File: config.mk
export PLATFORM = sky130hd
export DESIGN_NAME = sprite_tx_flat
export DESIGN_NICKNAME = d
export VERILOG_FILES = /design/src/rtl/sprite_tx_if.sv /design/src/rtl/sprite_tx.sv /design/src/flat_wrapper.sv
export SDC_FILE = /design/constraint.sdc
export NUM_CORES = 1
export LEC_CHECK = 0
export CORE_MARGIN = 3
export CORE_UTILIZATION = 25
export DETAILED_ROUTE_END_ITERATION = 7
export DONT_BUFFER_PORTS = 1
export RECOVER_POWER = 25
export SLEW_MARGIN = 20
export SYNTH_ARGS = -nofsm -noshare
export SYNTH_HDL_FRONTEND = slang
export SYNTH_SLANG_ARGS = --single-unit
File: constraint.sdc
create_clock -name clk -period 2.4 [get_ports clk]
set_clock_uncertainty 0.1 [all_clocks]
set_input_delay 0.24 -clock clk [delete_from_list [all_inputs] [get_ports clk]]
set_output_delay 0.24 -clock clk [all_outputs]
set_load 0.02 [all_outputs]
File: src/rtl/sprite_tx_if.sv
// Host-side frame handshake for the sprite link transmitter.
interface sprite_tx_if;
    logic       in_valid;
    logic [3:0] in_command;
    logic [9:0] in_data;
    logic       in_ready;

    // Host offers frames and observes readiness.
    modport master (
        output in_valid,
        output in_command,
        output in_data,
        input  in_ready
    );

    // Transmitter accepts frames and reports readiness.
    modport slave (
        input  in_valid,
        input  in_command,
        input  in_data,
        output in_ready
    );
endinterface

File: src/rtl/sprite_tx.sv
// Sprite link transmitter: serialises {cmd[3:0], data[9:0]} MSB first on
// spr_ser, clocked by spr_clk, then sends one strobe bit with spr_cmd=1.
module sprite_tx #(
    parameter int unsigned HALF = 4
) (
    input  logic        clk,
    input  logic        reset,
    sprite_tx_if.slave  host,
    output logic        busy,
    output logic        done,
    output logic        spr_clk,
    output logic        spr_cmd,
    output logic        spr_ser
);

    localparam int unsigned FRAME_BITS = 14;
    localparam int unsigned CNT_W      = (HALF > 1) ? $clog2(HALF) : 1;
    localparam logic [CNT_W-1:0] HALF_M1    = CNT_W'(HALF - 1);
    localparam logic [3:0]       STROBE_IDX = 4'(FRAME_BITS);
    localparam logic [3:0]       LAST_DATA  = 4'(FRAME_BITS - 1);

    typedef enum logic [1:0] {
        IDLE = 2'd0,
        LOW  = 2'd1,
        HIGH = 2'd2
    } state_t;

    state_t                  state;
    logic [FRAME_BITS-1:0]   shreg;
    logic [3:0]              bit_idx;
    logic [CNT_W-1:0]        half_cnt;

    // Frame sequencer: every link output is a register updated here. The
    // shift register rotates so no bit is left dangling; only bits ahead of
    // the current index are ever put on the wire.
    always_ff @(posedge clk) begin
        if (reset) begin
            state          <= IDLE;
            shreg          <= '0;
            bit_idx        <= '0;
            half_cnt       <= '0;
            host.in_ready  <= 1'b1;
            busy           <= 1'b0;
            done           <= 1'b0;
            spr_clk        <= 1'b0;
            spr_cmd        <= 1'b0;
            spr_ser        <= 1'b0;
        end else begin
            done <= 1'b0;
            case (state)
                IDLE: begin
                    if (host.in_valid) begin
                        shreg         <= {host.in_command, host.in_data};
                        bit_idx       <= '0;
                        half_cnt      <= HALF_M1;
                        spr_clk       <= 1'b0;
                        spr_cmd       <= 1'b0;
                        spr_ser       <= host.in_command[3];
                        host.in_ready <= 1'b0;
                        busy          <= 1'b1;
                        state         <= LOW;
                    end
                end

                LOW: begin
                    if (half_cnt == '0) begin
                        half_cnt <= HALF_M1;
                        spr_clk  <= 1'b1;
                        state    <= HIGH;
                    end else begin
                        half_cnt <= half_cnt - CNT_W'(1);
                    end
                end

                HIGH: begin
                    if (half_cnt == '0) begin
                        half_cnt <= HALF_M1;
                        spr_clk  <= 1'b0;
                        if (bit_idx < STROBE_IDX) begin
                            // Falling edge: present the next bit or the strobe.
                            bit_idx <= bit_idx + 4'd1;
                            shreg   <= {shreg[FRAME_BITS-2:0], shreg[FRAME_BITS-1]};
                            if (bit_idx == LAST_DATA) begin
                                spr_cmd <= 1'b1;
                                spr_ser <= 1'b0;
                            end else begin
                                spr_cmd <= 1'b0;
                                spr_ser <= shreg[FRAME_BITS-2];
                            end
                            state <= LOW;
                        end else begin
                            // Strobe high phase over: frame complete.
                            spr_cmd       <= 1'b0;
                            spr_ser       <= 1'b0;
                            host.in_ready <= 1'b1;
                            busy          <= 1'b0;
                            done          <= 1'b1;
                            state         <= IDLE;
                        end
                    end else begin
                        half_cnt <= half_cnt - CNT_W'(1);
                    end
                end

                default: begin
                    state         <= IDLE;
                    host.in_ready <= 1'b1;
                    busy          <= 1'b0;
                    spr_clk       <= 1'b0;
                    spr_cmd       <= 1'b0;
                    spr_ser       <= 1'b0;
                end
            endcase
        end
    end

endmodule

File: src/flat_wrapper.sv
// flat-port wrapper written by rule: the top's interface ports become plain ports
module sprite_tx_flat 
#(
    parameter int unsigned HALF = 4
)
  (clk, reset, busy, done, spr_clk, spr_cmd, spr_ser, host_in_valid, host_in_command, host_in_data, host_in_ready);
  sprite_tx_if host_i ();
  input  logic clk;
  input  logic reset;
  output logic busy;
  output logic done;
  output logic spr_clk;
  output logic spr_cmd;
  output logic spr_ser;
  input wire logic [$bits(host_i.in_valid)-1:0] host_in_valid;
  input wire logic [$bits(host_i.in_command)-1:0] host_in_command;
  input wire logic [$bits(host_i.in_data)-1:0] host_in_data;
  output wire logic [$bits(host_i.in_ready)-1:0] host_in_ready;
  assign host_i.in_valid = host_in_valid;
  assign host_i.in_command = host_in_command;
  assign host_i.in_data = host_in_data;
  assign host_in_ready = host_i.in_ready;
  sprite_tx #(.HALF(HALF)) u_core (.clk(clk), .reset(reset), .host(host_i), .busy(busy), .done(done), .spr_clk(spr_clk), .spr_cmd(spr_cmd), .spr_ser(spr_ser));
endmodule
==> impl_metrics.toml <==
[clocking]
cts_setup_buffers = 0
root_buffer = "clkbuf_8"
path_clk_slew_ns = 0.10
cts_max_level = 1
cts_hold_buf = 1
cts_tree = "done"
cts_sinks = 27
cts.path.max_buffers = 2
cts_buffers = 3
post_cts_resized = 0
clk_latency_ns = 0.29

[sta]
fin_crit_ns = 2.02
tns_ns = 0
slew_headroom_pct = 63.4
hold_slack_ns = 0.0244
finalSetupViolCount = 0
hold_viol_final = 0
final_max_slew_viol_count = 0
period_share_pct = 84.3
fmax_mhz = 495
rsz0062_at_grt = "no"
tightest_slew_ns = 0.549

[min_path]
holdPathStages = 2
hold_class = "in -> reg"

[route]
drt_iter0_drc = 39
routed_wl_um = 2830
drc = 0
dr_total_vias = 994
wire_per_inst_um = 13.1
firstDrtPassIters = 4
post_drt_via_cell_ratio = 4.60
ant_nets = 0

[setup_path]
cp_num_cells = 7
cp_slowest_cell = "a2111oi_4"
critPathMaxFanout = 25
crit_top_cell = "buf_4"
crit_buf_inv = 2
slowest_delay_ns = 0.35
worstRegToRegCells = 7
cp_cell_sequence = "buf_4, ha_1, buf_4, nor2b_1, a2111oi_4, mux2i_1, nor2_1"
crit_family = "buffers and inverters"
start_kind = "flip-flop"
crit_required_ns = 2.46
critical_path_class = "reg -> reg"
arrival_ns = 2.08
end_kind = "flip-flop"

[synth]
yosysMostFrequentCell = "dfxtp_1"
synth_area_leader_cell = "dfxtp_1"
seq_area_frac_synth_pct = 38.2
ys.flop_type = "dfxtp_1"
syn_area_mm2 = 0.00142
async_flop_share_pct = 0
yosysTopAreaCellShare_pct = 38.2
ys_types = 34
synthCells = 147
synth-edff-count = 0
yosys_warnings = 0
synth_area_leaders = "dfxtp_1 38%, mux2i_1 12%, a211oi_2 8.8%"
syn-num-nets = 171
postSynthAreaPerCell_um2 = 9.64
synthTopCellsByCount = "27 x dfxtp_1, 25 x nor2_1, 17 x mux2i_1"
synth-seq-cells = 27

[global_route]
first_global_vias = 929
overflow = 0
grt_max_degree = 27
antenna_found_initial = 0
grt_pass1_wl_um = 4730
grt_use_total_pct = 9.26

[cells_and_area]
final_cells = 216
drive_gt1_share_pct = 14.4
post-route-util_pct = 28.9
layout.area.seq_um2 = 541
n_fill_cell = 548
fin_nets = 171
multi_input_area_um2 = 795
syn_to_final_growth_pct = 8.30
n_antenna_cell = 0

[placement]
dpl.hpwl_um = 2020
dp_cells = 211
gp_congestion = 0.705
numPortBuffers = 0

[power_and_ir_drop]
ir_drop_mv = 0.325
leakage_nw = 0.543
p_per_area_mw_per_mm2 = 1090

[die]
start_util_pct = 26.7
core_area_mm2 = 0.00530
ioPinCount = 23
chipWidth_um = 81.3
die_h_um = 81.3
fp-row-count = 26
dieArea_mm2 = 0.00660

[run_status]
outcome = "finished clean"

[run]
drv_cap = 0
-- sequential cells by signal (all words and copies together) (netlist names) --
register	cells
u_core.spr_cmd	1
u_core.done	1
u_core.state	1
u_core.shreg	14
u_core.busy	1
u_core.half_cnt	2
u_core.spr_ser	1
u_core.host.in_ready	1
u_core.spr_clk	1
u_core.bit_idx	4
-- per-stage QoR --
step                instance area (um2)  worst slack (ns)  total power [mW]
floorplan                          1420             0.443              1.29
global placement                   1480             0.428              1.39
detailed placement                 1480             0.406              1.40
finish                             1530             0.378              1.67
global route                       1530             0.254              1.81
CTS                                1540             0.329              1.69
-- path summary, 6_finish.rpt --
kind	slack [ns]	to	from
setup reg to reg	0.38	u_core.busy	u_core.spr_clk
setup / recovery	0.38	u_core.busy	u_core.spr_clk
hold / removal	0.02	u_core.bit_idx[2]	reset
hold reg to reg	0.40	u_core.shreg[3]	u_core.shreg[3]
-- layout make-up --
class,count,share of cell area (%)
multi-input cells,105,51.8
flip-flops and latches,27,35.2
well taps,70,5.71
clock buffers,3,2.69
repair buffers,4,2.61
inverters,6,1.47
clock inverters,1,0.489
-- per-layer routing --
layer | global-route usage, % | wire length [um] | vias up
met1 | 12.5 | 1390 | 451
met2 | 13.2 | 1230 | 15
met5 | 0 | 0 | -
met4 | 3.55 | 44 | 0
li1 | - | - | 523
met3 | 3.55 | 166 | 5
-- report_power, final --
part | leakage, nW | internal [mW] | switching (mW) | total, mW
registers | 0.223 | 0.577 | 0.104 | 0.681
logic | 0.299 | 0.308 | 0.402 | 0.710
clock network | 0.0217 | 0.118 | 0.157 | 0.276
-- cell families after synthesis --
family,after synthesis,share of synthesized area [%]
flip-flops,27,38.2
AO/OA/AOI/OAI,31,20.8
AND/OR/NAND/NOR,50,17.0
multiplexers,17,12.0
adder cells (fa/ha/maj),7,6.18
buffers and inverters,15,5.74
-- placed cells by master (no fill, tap or decap), types with 2 or more instances in the layout --
| master | count |
|---|---|
| a41o_1 | 2 |
| and2_1 | 2 |
| a211oi_2 | 10 |
| clkbuf_8 | 3 |
| nor3b_1 | 2 |
| mux2i_1 | 17 |
| a21oi_1 | 4 |
| ha_1 | 7 |
| a211oi_1 | 5 |
| nand2_1 | 6 |
| o21ai_0 | 3 |
| inv_1 | 6 |
| dfxtp_1 | 27 |
| or3_1 | 2 |
| nor2_1 | 25 |
| nor3_1 | 5 |
| buf_4 | 2 |
Power figures use the tool's default switching activity.
